## config.mk

```make
export PLATFORM = sky130hd
export DESIGN_NAME = arb_mux
export DESIGN_NICKNAME = d
export VERILOG_FILES = /design/src/rtl/mux_pkg.sv /design/src/rtl/rr_arbiter.sv /design/src/rtl/arb_mux.sv
export SDC_FILE = /design/constraint.sdc
export NUM_CORES = 1
export LEC_CHECK = 0
export CORE_ASPECT_RATIO = 0.8
export CORE_MARGIN = 8
export CORE_UTILIZATION = 52
export CTS_CLUSTER_DIAMETER = 60
export DETAILED_ROUTE_END_ITERATION = 10
export GPL_TIMING_DRIVEN = 1
export PLACE_DENSITY_LB_ADDON = 0.15
export SYNTH_ARGS = -nofsm -noshare
export SYNTH_HDL_FRONTEND = slang
export SYNTH_SLANG_ARGS = --single-unit
```

## constraint.sdc

```tcl
create_clock -name clk -period 7.7 [get_ports clk]
set_input_delay 1.925 -clock clk [delete_from_list [all_inputs] [get_ports clk]]
set_output_delay 1.925 -clock clk [all_outputs]
set_load 0.01 [all_outputs]
```

## src/rtl/mux_pkg.sv

```systemverilog
// Shared types and helpers for the handshaked arbitrating mux.
package mux_pkg;

    typedef enum logic [1:0] {
        ARB_SELECT,
        ARB_FIXED,
        ARB_RR
    } arb_mode_t;

    localparam int unsigned MAX_ONEHOT = 256;
    localparam int unsigned IDX_W      = 8;

    // Binary index of a one-hot vector; zero when no bit is set.
    function automatic logic [IDX_W-1:0] onehot_to_bin(input logic [MAX_ONEHOT-1:0] oh);
        logic [IDX_W-1:0] idx;
        idx = '0;
        for (int i = 0; i < MAX_ONEHOT; i++) begin
            if (oh[i]) begin
                idx = idx | IDX_W'(i);
            end
        end
        return idx;
    endfunction

endpackage

```

## src/rtl/rr_arbiter.sv

```systemverilog
// Combinational round-robin arbiter: first request at or after ptr, wrapping.
module rr_arbiter #(
    parameter int unsigned SIZE = 3
) (
    input  logic [(2**SIZE)-1:0] req,
    input  logic [SIZE-1:0]      ptr,
    output logic [(2**SIZE)-1:0] grant
);

    localparam int unsigned CHANNELS = 2**SIZE;

    logic [CHANNELS-1:0]   rot;
    logic [CHANNELS-1:0]   pick;
    logic [2*CHANNELS-1:0] grant_dbl;

    // Rotate ptr down to bit 0, isolate lowest request, rotate back.
    always_comb begin
        rot       = CHANNELS'({req, req} >> ptr);
        pick      = rot & (~rot + CHANNELS'(1));
        grant_dbl = {pick, pick} << ptr;
        grant     = CHANNELS'(grant_dbl >> CHANNELS);
    end

endmodule

```

## src/rtl/arb_mux.sv

```systemverilog
// Valid/ready N:1 arbitrating mux with a single-entry output register.
module arb_mux
    import mux_pkg::*;
#(
    parameter int unsigned WIDTH = 3,
    parameter int unsigned SIZE  = 3,
    parameter arb_mode_t   MODE  = ARB_RR
) (
    input  logic                          clk,
    input  logic                          reset,
    input  logic [(2**SIZE)*WIDTH-1:0]    in,
    input  logic [(2**SIZE)-1:0]          in_valid,
    output logic [(2**SIZE)-1:0]          in_ready,
    input  logic [SIZE-1:0]               select,
    output logic [WIDTH-1:0]              out,
    output logic [SIZE-1:0]               out_chan,
    output logic                          out_valid,
    input  logic                          out_ready
);

    localparam int unsigned CHANNELS = 2**SIZE;

    logic [SIZE-1:0]     ptr;
    logic [SIZE-1:0]     arb_ptr;
    logic [SIZE-1:0]     grant_idx;
    logic [CHANNELS-1:0] arb_grant;
    logic [CHANNELS-1:0] sel_grant;
    logic [CHANNELS-1:0] grant;
    logic [WIDTH-1:0]    word;
    logic                take;

    // Fixed priority is round-robin anchored at channel 0.
    assign arb_ptr = (MODE == ARB_RR) ? ptr : '0;

    rr_arbiter #(
        .SIZE (SIZE)
    ) u_arb (
        .req   (in_valid),
        .ptr   (arb_ptr),
        .grant (arb_grant)
    );

    always_comb begin
        sel_grant         = '0;
        sel_grant[select] = in_valid[select];
        grant             = (MODE == ARB_SELECT) ? sel_grant : arb_grant;
        take              = !out_valid || out_ready;
        in_ready          = (reset && take) ? grant : '0;
        grant_idx         = SIZE'(onehot_to_bin(MAX_ONEHOT'(grant)));
        word              = '0;
        for (int i = 0; i < CHANNELS; i++) begin
            if (grant[i]) begin
                word = word | in[i*WIDTH +: WIDTH];
            end
        end
    end

    // Output register refills whenever it is empty or draining.
    always_ff @(posedge clk or negedge reset) begin
        if (!reset) begin
            out       <= '0;
            out_chan  <= '0;
            out_valid <= 1'b0;
            ptr       <= '0;
        end else if (take) begin
            if (|grant) begin
                out       <= word;
                out_chan  <= grant_idx;
                out_valid <= 1'b1;
                if (MODE == ARB_RR) begin
                    ptr <= grant_idx + SIZE'(1);
                end
            end else begin
                out_valid <= 1'b0;
            end
        end
    end

endmodule

```

Word level (Yosys, flattened, before mapping)

Index checks and enable logic that the tools add are counted.

Memories kept: 0
Bits in read-only memories: 0
Register bits: 10
Output and inout bits: 15
Memory bits (writable): 0
Bits in latches: 0

Order comparisons: 0
$add $sub $neg: 2
Mux-type cells: 17
Shift-type cells: 2
Div/mod/pow operators: 0
Equality and inequality tests: 0
Bitwise gates (word level): 9
$mul: 0
Reduce and logical (&&, ||, !) cells: 5

Operators by type and width:

| kind                                                           | count |
|---|---|
| 3-bit 2-to-1 mux                                               | 12 |
| 3-bit OR                                                       | 7 |
| 16-bit by 3-bit << shifter with 16-bit output                  | 1 |
| 16-bit by 3-bit >> shifter with 8-bit output                   | 1 |
| 8-bit by 1-bit adder with 8-bit output (second input constant) | 1 |
| 8-bit bitwise AND                                              | 1 |
| 8-bit 2-to-1 mux                                               | 1 |
| 8-bit NOT                                                      | 1 |
| 8-bit OR reduction                                             | 1 |
| 2-bit 2-to-1 mux                                               | 2 |
| 3-bit by 1-bit adder with 3-bit output (second input constant) | 1 |
| 1-bit 2-to-1 mux                                               | 2 |
| 2-bit AND reduction                                            | 1 |
| 1-bit logical AND                                              | 1 |
| 1-bit zero test                                                | 1 |
| 1-bit logical OR                                               | 1 |

Logic depth before layout (Yosys ltp)

Gate-level depths: netlist (run 1).

Depth in word-level cells: 20
Gate-level depth with buffers: 14
Depth with buffers taken out: 11

Cells and area by module

A second synthesis (run 1) with hierarchy kept.

Cell total of the unflattened synthesis: 160
Area, all modules: 1377.6 µm²

By module, submodules not included:

| module     | cells an instance | area an instance (µm²) | seq. area each (µm²) | instances |
|---|---|---|---|---|
| rr_arbiter | 105               | 740.7                  | 0.0                  | 1 |
| arb_mux    | 55                | 636.9                  | 250.2                | 1 |

Worst setup path before layout (run 1)

Ideal clock, no wire load.

Path type: input to output
Start point: input in_valid[5]
End point: output in_ready[1]
Data required time: 5775 ps
Arrival: 3953 ps
Stages: 7
Setup slack: 1822 ps
Cell sequence: mux2_2 o32ai_1 nor4_1 a311oi_1 nand2_1 o21ai_0 nor2b_1

Word-level cells in the longest chain between the ends: 6

Ends and longest elaborated chain:

| what                                            | line             | RTL |
|---|---|---|
| start: declaration                              | arb_mux.sv:12    | `input logic [(2**SIZE)-1:0] in_valid,` |
| 16-bit by 3-bit >> shifter with 8-bit output *  | rr_arbiter.sv:18 | `rot = CHANNELS'({req, req} >> ptr);` |
| 8-bit NOT                                       | rr_arbiter.sv:19 | `pick = rot & (~rot + CHANNELS'(1));` |
| 8-bit by 1-bit adder with 8-bit output          | rr_arbiter.sv:19 |  |
| 8-bit bitwise AND *                             | rr_arbiter.sv:19 |  |
| 16-bit by 3-bit << shifter with 16-bit output * | rr_arbiter.sv:20 | `grant_dbl = {pick, pick} << ptr;` |
| 8-bit 2-to-1 mux *                              | arb_mux.sv:48    | `in_ready = (reset && take) ? grant : '0;` |
| end: declaration                                | arb_mux.sv:13    | `output logic [(2**SIZE)-1:0] in_ready,` |

Every way passes the cells marked *; elsewhere a longest branch is shown, timed or not.

Worst setup path in the final report (run 1)

Start point: input in_valid[2]
End point: output in_ready[7]

Same word-level chain as after synthesis.

==> results.json, run 1 <==
{
  "cts_made_buffers": 3,
  "synth_top_area_cell": "dfrtp_1",
  "ctsHoldBuffers": 0,
  "cts_max_level": 1,
  "required_ns": 5.78,
  "portBuffers": 49,
  "antenna_found_initial": 0,
  "p_leak_nw": 0.8731,
  "syn_to_final_growth_pct": 30.70,
  "dr.pass1.iters": 4,
  "finalNetCount": 291,
  "cts_tree": "yes",
  "viasPerCell": 6.328,
  "row_count": 18,
  "clockRootBuffer": "clkbuf_8",
  "synthesis.area_sq_mm": 0.001728,
  "finalHoldViolations": 0,
  "wl_per_cell_um": 18.24,
  "num_vias": 1835,
  "finalSetupViolCount": 0,
  "final_cell_area_sq_mm": 0.002258,
  "chipWidth_um": 80.45,
  "wl_mm": 5.289,
  "synth_area_leaders": "dfrtp_1 14%, mux2_2 11%, mux2i_1 8.7%",
  "grt_usage_pct": 18.88,
  "clk_pin_slew_ns": 0.05,
  "fill_cells": 263,
  "cts_buffer_depth": 2,
  "fmax_mhz": 137.9,
  "critPathKind": "primary input to output port",
  "grt_overflow": 0,
  "route.detailed.drc": 0,
  "post_cts_buffers": 0,
  "power.density_mw_per_mm2": 432.1,
  "post-dp-hpwl_mm": 4.235,
  "cp-start-kind": "primary input",
  "synth_edf_count": 0,
  "ys_ff_latch": 10,
  "cts_resized": 0,
  "drt_iter0_drc": 234,
  "ant_nets": 0,
  "layout-drive-gt1-share_pct": 15.20,
  "p_comb_share_pct": 84.2,
  "synthTopCellsByCount": "23 x nand2_1, 18 x nor2_1, 17 x mux2_2",
  "slew_violations": 0,
  "clkLatencyLatePin_ns": 0.23,
  "die_area_sq_mm": 0.005435,
  "antenna_cells": 0,
  "synth_top_area_share_pct": 14.48,
  "ys_async_sr_fraction_pct": 100.0,
  "arrival_ns": 5.33,
  "yosysMostFrequentCell": "nand2_1",
  "grt_pass1_vias": 1654,
  "syn-num-nets": 243,
  "path_max_fanout": 7,
  "relSlewSlack_pct": 52.58,
  "clock_skew_ns": 0.005039,
  "ys_types": 52,
  "worstMarginPinSlew_ns": 0.7021,
  "synth_area_per_cell_sq_um": 8.470,
  "irDropWorstVdd_mv": 0.3156,
  "end_kind": "output port",
  "pwr-share-seq_pct": 10.4,
  "fin_tns_setup_ns": 0,
  "placed_area_sq_mm": 0.002217,
  "ys.flop_type": "dfrtp_1",
  "swShare_pct": 50.19,
  "seq_area_frac_synth_pct": 14.48,
  "rsz0062_at_grt": "false",
  "fin_crit_ns": 7.252,
  "pwr-share-clk_pct": 5.4,
  "cts.sinks": 10,
  "grt_pass1_wl_mm": 8.335,
  "core_area_sq_mm": 0.003131,
  "hp-class": "register to register",
  "grt_max_degree": 36,
  "yosysWarningCount": 0,
  "place_congestion": 0.9547,
  "status": "completed",
  "start_util_pct": 55.20,
  "p_switching_mw": 0.4898,
  "maxCapViolCount": 0,
  "power.internal_mw": 0.4860,
  "die-height_um": 67.56,
  "io_pins": 53,
  "post-route-period-util_pct": 94.19,
  "syn_inst": 204
}
[layer usage]
layer	part of all wire (%)	wire length, um	track usage, %	vias to the layer above
met1	46	2436	27.66	860
met4	0.17	9	3.394	0
met3	8.1	428	1.989	2
li1	-	-	-	897
met2	46	2415	29.07	76
met5	0	0	0	-
[worst max-delay path: stages]
cell and delay (ns):
clkdlybuf4s50_1 0.53, mux4_1 0.62, a21oi_1 0.38, o21ai_0 0.23
nor3_1 0.28, nand2_1 0.10, a22oi_1 0.45, and3_1 0.26
clkdlybuf4s50_1 0.54
[placed cells by master, fill, tap and decap left out, types with 2 or more instances in the layout]
cell type and n:
a2111o_1 3, a21oi_1 9, a221o_2 3, a22oi_1 4, a311oi_1 3, a32oi_1 4
and2_1 6, buf_4 5, clkbuf_8 3, clkdlybuf4s50_1 49, dfrtp_1 10, inv_1 8
mux2_2 17, mux2i_1 15, mux4_1 3, mux4_2 2, nand2_1 23, nand2b_1 4
nand3_1 3, nand4_1 2, nor2_1 18, nor2b_1 3, nor3_1 7, nor4_1 4
o21a_1 2, o21ai_0 5, o32a_1 3, o32ai_1 5, or2_2 3, or3_2 2
xnor2_1 2
[registers in the layout, summed over array words and instances (netlist names)]
name and flops:
arb_ptr 3, out_chan 3, out 3, out_valid 1
[area by class of cell]
cell class                 count  area, sq um  share of cell area [%]
tap                           40        50.05                   2.216
multi-input combinational    175         1359                   60.17
timing repair buffer          54        528.0                   23.38
clock buffer                   3        41.29                   1.828
inverter                       8        30.03                   1.330
sequential                    10        250.2                   11.08
[cell families after synthesis]
group,count (synthesis),synth area share (%)
XOR/XNOR,2,1.014
buffers and inverters,19,6.879
adder cells (fa/ha/maj),1,0.7240
flip-flops,10,14.48
AND/OR/NAND/NOR,78,22.01
AO/OA/AOI/OAI,57,27.95
multiplexers,37,26.94
[path summary, 6_finish.rpt]
kind                              from           to  slack, ns  depth (start not counted)
setup / recovery           in_valid[2]  in_ready[7]       0.45                          9
hold / removal                  out[1]       out[1]       0.50                          1
setup reg to reg            arb_ptr[0]  out_chan[0]       3.36                          9
hold reg to reg                 out[1]       out[1]       0.50                          1
max in group asynchronous        reset  out_chan[0]       5.34                          1
min in group asynchronous        reset       out[1]       2.03                          1
[power groups by stage]
stage / clock network, mW / logic [mW] / registers, mW
6_report: 0.0527 / 0.821 / 0.102
3_3_place_gp: 0 / 0.796 / 0.100
4_1_cts: 0.0539 / 0.812 / 0.101
3_5_place_dp: 0 / 0.807 / 0.102
5_1_grt: 0.0567 / 0.889 / 0.105
2_1_floorplan: 0 / 0.630 / 0.0996
[stage by stage]
| step | utilization (%) | cells | hold WS (ns) | setup slack (ns) | power [mW] |
|---|---|---|---|---|---|
| final | 72.14 | 290 | 0.4987 | 0.4476 | 0.9758 |
| after floorplan | - | 204 | 0.5500 | 1.822 | 0.7295 |
| after CTS | 72.14 | 290 | 0.5038 | 0.4931 | 0.9668 |
| after global routing | 72.14 | 290 | 0.5183 | 0.2537 | 1.051 |
| after global placement | 70.82 | 287 | 0.4884 | 0.5569 | 0.8968 |
| after detailed placement | 70.82 | 287 | 0.4935 | 0.5328 | 0.9089 |
(Power assumes the default switching activity.)
==> run 2, diff against run 1 <==
==> constraint.sdc (replaced) <==
create_clock -name clk -period 7.7 [get_ports clk]
set_input_delay 1.155 -clock clk [delete_from_list [all_inputs] [get_ports clk]]
set_output_delay 1.155 -clock clk [all_outputs]
set_load 0.01 [all_outputs]
==> results.json, run 2 (synthesized netlist as in run 1, its figures left out) <==
{
  "layout-drive-gt1-share_pct": 14.52,
  "route.detailed.drc": 0,
  "critPathKind": "primary input to output port",
  "ctsHoldBuffers": 0,
  "required_ns": 6.55,
  "cts_buffer_depth": 2,
  "io_pins": 53,
  "finalSetupViolCount": 0,
  "grt_max_degree": 36,
  "regArea_sq_um": 250.2,
  "clockRootBuffer": "clkbuf_8",
  "drt_iter0_drc": 151,
  "status": "completed",
  "finalHoldViolations": 0,
  "clock_skew_ns": 0.005454,
  "grt_pass1_vias": 1613,
  "relSlewSlack_pct": 32.76,
  "place_congestion": 0.9578,
  "rr_worst_depth": 9,
  "cts_made_buffers": 3,
  "power.density_mw_per_mm2": 434.3,
  "slew_violations": 0,
  "wl_mm": 5.318,
  "ant_nets": 0,
  "num_vias": 1837,
  "post_cts_buffers": 0,
  "r2r-end": "out_chan[1]",
  "cts.sinks": 10,
  "cp-start-kind": "primary input",
  "worstHoldStart": "out[2]",
  "end_kind": "output port",
  "dp.cells": 284,
  "cts_resized": 0,
  "fin_tns_setup_ns": 0,
  "grt_pass1_wl_mm": 8.135,
  "grt_usage_pct": 18.89,
  "fin_crit_ns": 5.996,
  "path_max_fanout": 8,
  "final_cell_area_sq_mm": 0.002250,
  "min_to": "out[2]",
  "rsz0062_at_grt": "false",
  "holdWs_ns": 0.5022,
  "clk_pin_slew_ns": 0.04,
  "antenna_cells": 0,
  "core_area_sq_mm": 0.003131,
  "worstMarginPinSlew_ns": 1.002,
  "irDropWorstVdd_mv": 0.3094,
  "final_cell_mix": "49 x clkdlybuf4s50_1, 23 x nand2_1, 18 x nor2_1, 17 x mux2_2, 15 x mux2i_1",
  "cts_tree": "yes",
  "cts_max_level": 1,
  "start_util_pct": 55.20,
  "wl_per_cell_um": 18.47,
  "die-height_um": 67.56,
  "antenna_found_initial": 0,
  "grt_overflow": 0,
  "finalNetCount": 288,
  "viasPerCell": 6.378,
  "clkLatencyLatePin_ns": 0.23,
  "post-dp-hpwl_mm": 4.171,
  "die_area_sq_mm": 0.005435,
  "r2r-start": "arb_ptr[0]",
  "multiInputGateArea_sq_mm": 0.001359,
  "fin_util_pct": 71.86,
  "hp-class": "register to register",
  "cp-startpoint": "in_valid[5]",
  "maxCapViolCount": 0,
  "portBuffers": 49,
  "min_delay_path_depth": 1,
  "fmax_mhz": 166.8,
  "p_leak_nw": 0.8646,
  "chipWidth_um": 80.45,
  "row_count": 18,
  "syn_to_final_growth_pct": 30.20,
  "dr.pass1.iters": 4,
  "placed_area_sq_mm": 0.002195,
  "arrival_ns": 4.84,
  "fill_cells": 255,
  "final_cells": 288,
  "worst-r2r-setup-slack_ns": 3.29,
  "final_common_cell": "clkdlybuf4s50_1",
  "post-route-period-util_pct": 77.88
}
[run 2: metal layers]
metal	global-route usage [%]	up-vias	share of wire, %
met5	0	-	0
met2	28.07	63	45
li1	-	891	-
met4	3.394	0	0.51
met1	26.55	879	46
met3	5.305	4	8.3
[run 2: through the flow]
step	total power [mW]	setup WS, ns
final	0.9770	1.704
after global routing	1.051	1.456
after CTS	0.9697	1.738
after detailed placement	0.8925	1.770
after global placement	0.8830	1.793
after floorplan	0.7295	3.362
[run 2: report_power, final]
part / internal, mW / total (mW) / switching, mW
registers: 0.0791 / 0.102 / 0.0229
logic: 0.364 / 0.811 / 0.448
clock network: 0.0448 / 0.0638 / 0.0190
total: 0.487 / 0.977 / 0.490
[run 2: worst max path at each step]
stage | to | slack, ns | depth (start not counted)
5_1_grt | in_ready[1] | 1.46 | 9
2_1_floorplan | in_ready[1] | 3.36 | 7
6_report | in_ready[1] | 1.70 | 9
4_1_cts | in_ready[1] | 1.74 | 9
3_3_place_gp | in_ready[1] | 1.79 | 9
3_5_place_dp | in_ready[1] | 1.77 | 9
[run 2: cell type report]
type	instances	area share (%)
repair buffers	51	22.47
well taps	40	2.225
flip-flops and latches	10	11.12
inverters	8	1.335
multi-input cells	175	60.40
clock buffers	4	2.447
[run 2: worst max-delay path, stage by stage]
cell,delay (ns)
clkdlybuf4s50_1,0.53
mux2_2,0.33
o32ai_1,0.45
nor4_1,0.13
a311oi_1,0.80
nand2_1,0.19
o21ai_0,0.50
nor2b_1,0.20
clkdlybuf4s50_1,0.56
==> run 3, diff against run 2 <==
--- a/config.mk
+++ b/config.mk
@@ -7,7 +7,7 @@
 export LEC_CHECK = 0
 export CORE_ASPECT_RATIO = 0.8
 export CORE_MARGIN = 8
-export CORE_UTILIZATION = 52
+export CORE_UTILIZATION = 43
 export CTS_CLUSTER_DIAMETER = 60
 export DETAILED_ROUTE_END_ITERATION = 10
 export GPL_TIMING_DRIVEN = 1
==> constraint.sdc (replaced) <==
create_clock -name clk -period 4.8 [get_ports clk]
set_input_delay 0.72 -clock clk [delete_from_list [all_inputs] [get_ports clk]]
set_output_delay 0.72 -clock clk [all_outputs]
set_load 0.01 [all_outputs]
==> results.json, run 3 (synthesized netlist as in run 1, its figures left out) <==
{
  "status": "completed",
  "viasPerCell": 5.833,
  "rsz0062_at_grt": "false",
  "clkLatencyLatePin_ns": 0.23,
  "relSlewSlack_pct": 52.93,
  "cts_max_level": 1,
  "grt_busiest_layer": "met2",
  "p_leak_nw": 0.9335,
  "path_max_fanout": 9,
  "fin_crit_ns": 4.554,
  "fin_tns_setup_ns": 0,
  "cts.sinks": 10,
  "ant_nets": 0,
  "ctsHoldBuffers": 0,
  "clockRootBuffer": "clkbuf_8",
  "worstMarginPinSlew_ns": 0.6882,
  "wl_per_cell_um": 17.28,
  "grt_usage_pct": 17.48,
  "portBuffers": 49,
  "dr.pass1.iters": 5,
  "holdWs_ns": 0.5017,
  "die_area_sq_mm": 0.006316,
  "cts_tree": "yes",
  "row_count": 20,
  "syn_to_final_growth_pct": 37.36,
  "grt_overflow": 0,
  "setup_ws_ns": 0.2459,
  "antenna_found_initial": 0,
  "cts_made_buffers": 3,
  "maxCapViolCount": 0,
  "core_area_sq_mm": 0.003829,
  "met2_usage_pct": 27.30,
  "finalSetupViolCount": 0,
  "final_common_cell": "clkdlybuf4s50_1",
  "cts_buffer_depth": 2,
  "irDropWorstVdd_mv": 0.4529,
  "finalHoldViolations": 0,
  "cp-start-kind": "primary input",
  "start_util_pct": 45.13,
  "critPathKind": "primary input to output port",
  "required_ns": 4.08,
  "io_pins": 53,
  "power.density_mw_per_mm2": 688.4,
  "post-dp-hpwl_mm": 4.447,
  "clk_pin_slew_ns": 0.04,
  "grt_max_degree": 31,
  "pre_cts_ws_ns": 0.2743,
  "hp-class": "register to register",
  "post_cts_buffers": 0,
  "fmax_mhz": 219.6,
  "end_kind": "output port",
  "arrival_ns": 3.83,
  "clock_skew_ns": 0.0008054,
  "gr-usage-met1_pct": 25.36,
  "place_congestion": 0.9230,
  "post-route-period-util_pct": 94.88,
  "grtUsageMet3_pct": 1.912,
  "wl_mm": 5.478,
  "antenna_cells": 0,
  "final_cell_mix": "49 x clkdlybuf4s50_1, 23 x nand2_1, 18 x nor2_1, 17 x mux2_2, 16 x buf_4",
  "chipWidth_um": 86.88,
  "finalNetCount": 302,
  "route.detailed.drc": 0,
  "die-height_um": 72.70,
  "layout-drive-gt1-share_pct": 19.08,
  "grt_pass1_wl_mm": 9.087,
  "drt_iter0_drc": 236,
  "grt_pass1_vias": 1798,
  "num_vias": 1849,
  "cts_resized": 0,
  "slew_violations": 0
}
-- run 3: metrics by stage --
step	util [%]	power [mW]	instance area (sq um)	instances
6_report	61.99	1.634	2374	317
5_1_grt	61.99	1.771	2374	317
4_1_cts	61.99	1.630	2374	317
3_5_place_dp	60.56	1.517	2318	313
3_3_place_gp	60.56	1.506	2318	313
2_1_floorplan	-	1.170	1728	204
-- run 3: power breakdown --
part | switching [mW] | leakage [nW] | total [mW] | internal [mW]
clock | 0.0291 | 0.0288 | 0.101 | 0.0717
combinational | 0.716 | 0.798 | 1.36 | 0.641
sequential | 0.0495 | 0.107 | 0.176 | 0.127
-- run 3: metal layers --
metal  wire length, um  share of wire (%)
met1              2631                 48
met3               325                5.9
met4                 6               0.11
met2              2514                 46
met5                 0                  0
-- run 3: final timing paths --
check,to,from,cells after the start,slack (ns)
setup / recovery,in_ready[4],in_valid[4],9,0.25
hold / removal,out[0],out[0],1,0.50
setup reg to reg,arb_ptr[1],arb_ptr[2],10,0.66
hold reg to reg,out[0],out[0],1,0.50
max in group asynchronous,out_valid,reset,1,3.65
min in group asynchronous,out[2],reset,1,0.82
-- run 3: layout make-up --
cell class,count,area (sq um)
Inverter,8,30.03
Fill cell,353,1455
Tap cell,55,68.82
Clock buffer,4,55.05
Multi-Input combinational cell,175,1359
Timing Repair Buffer,65,610.6
Sequential cell,10,250.2
-- run 3: critical path, stage by stage --
cell and delay [ns]:
clkdlybuf4s50_1 0.42, or3_2 0.41, o211ai_1 0.23, a22oi_4 0.20, a2111oi_0 0.70, o32a_1 0.27, o21a_1 0.18, nor2b_1 0.14
clkdlybuf4s50_1 0.56
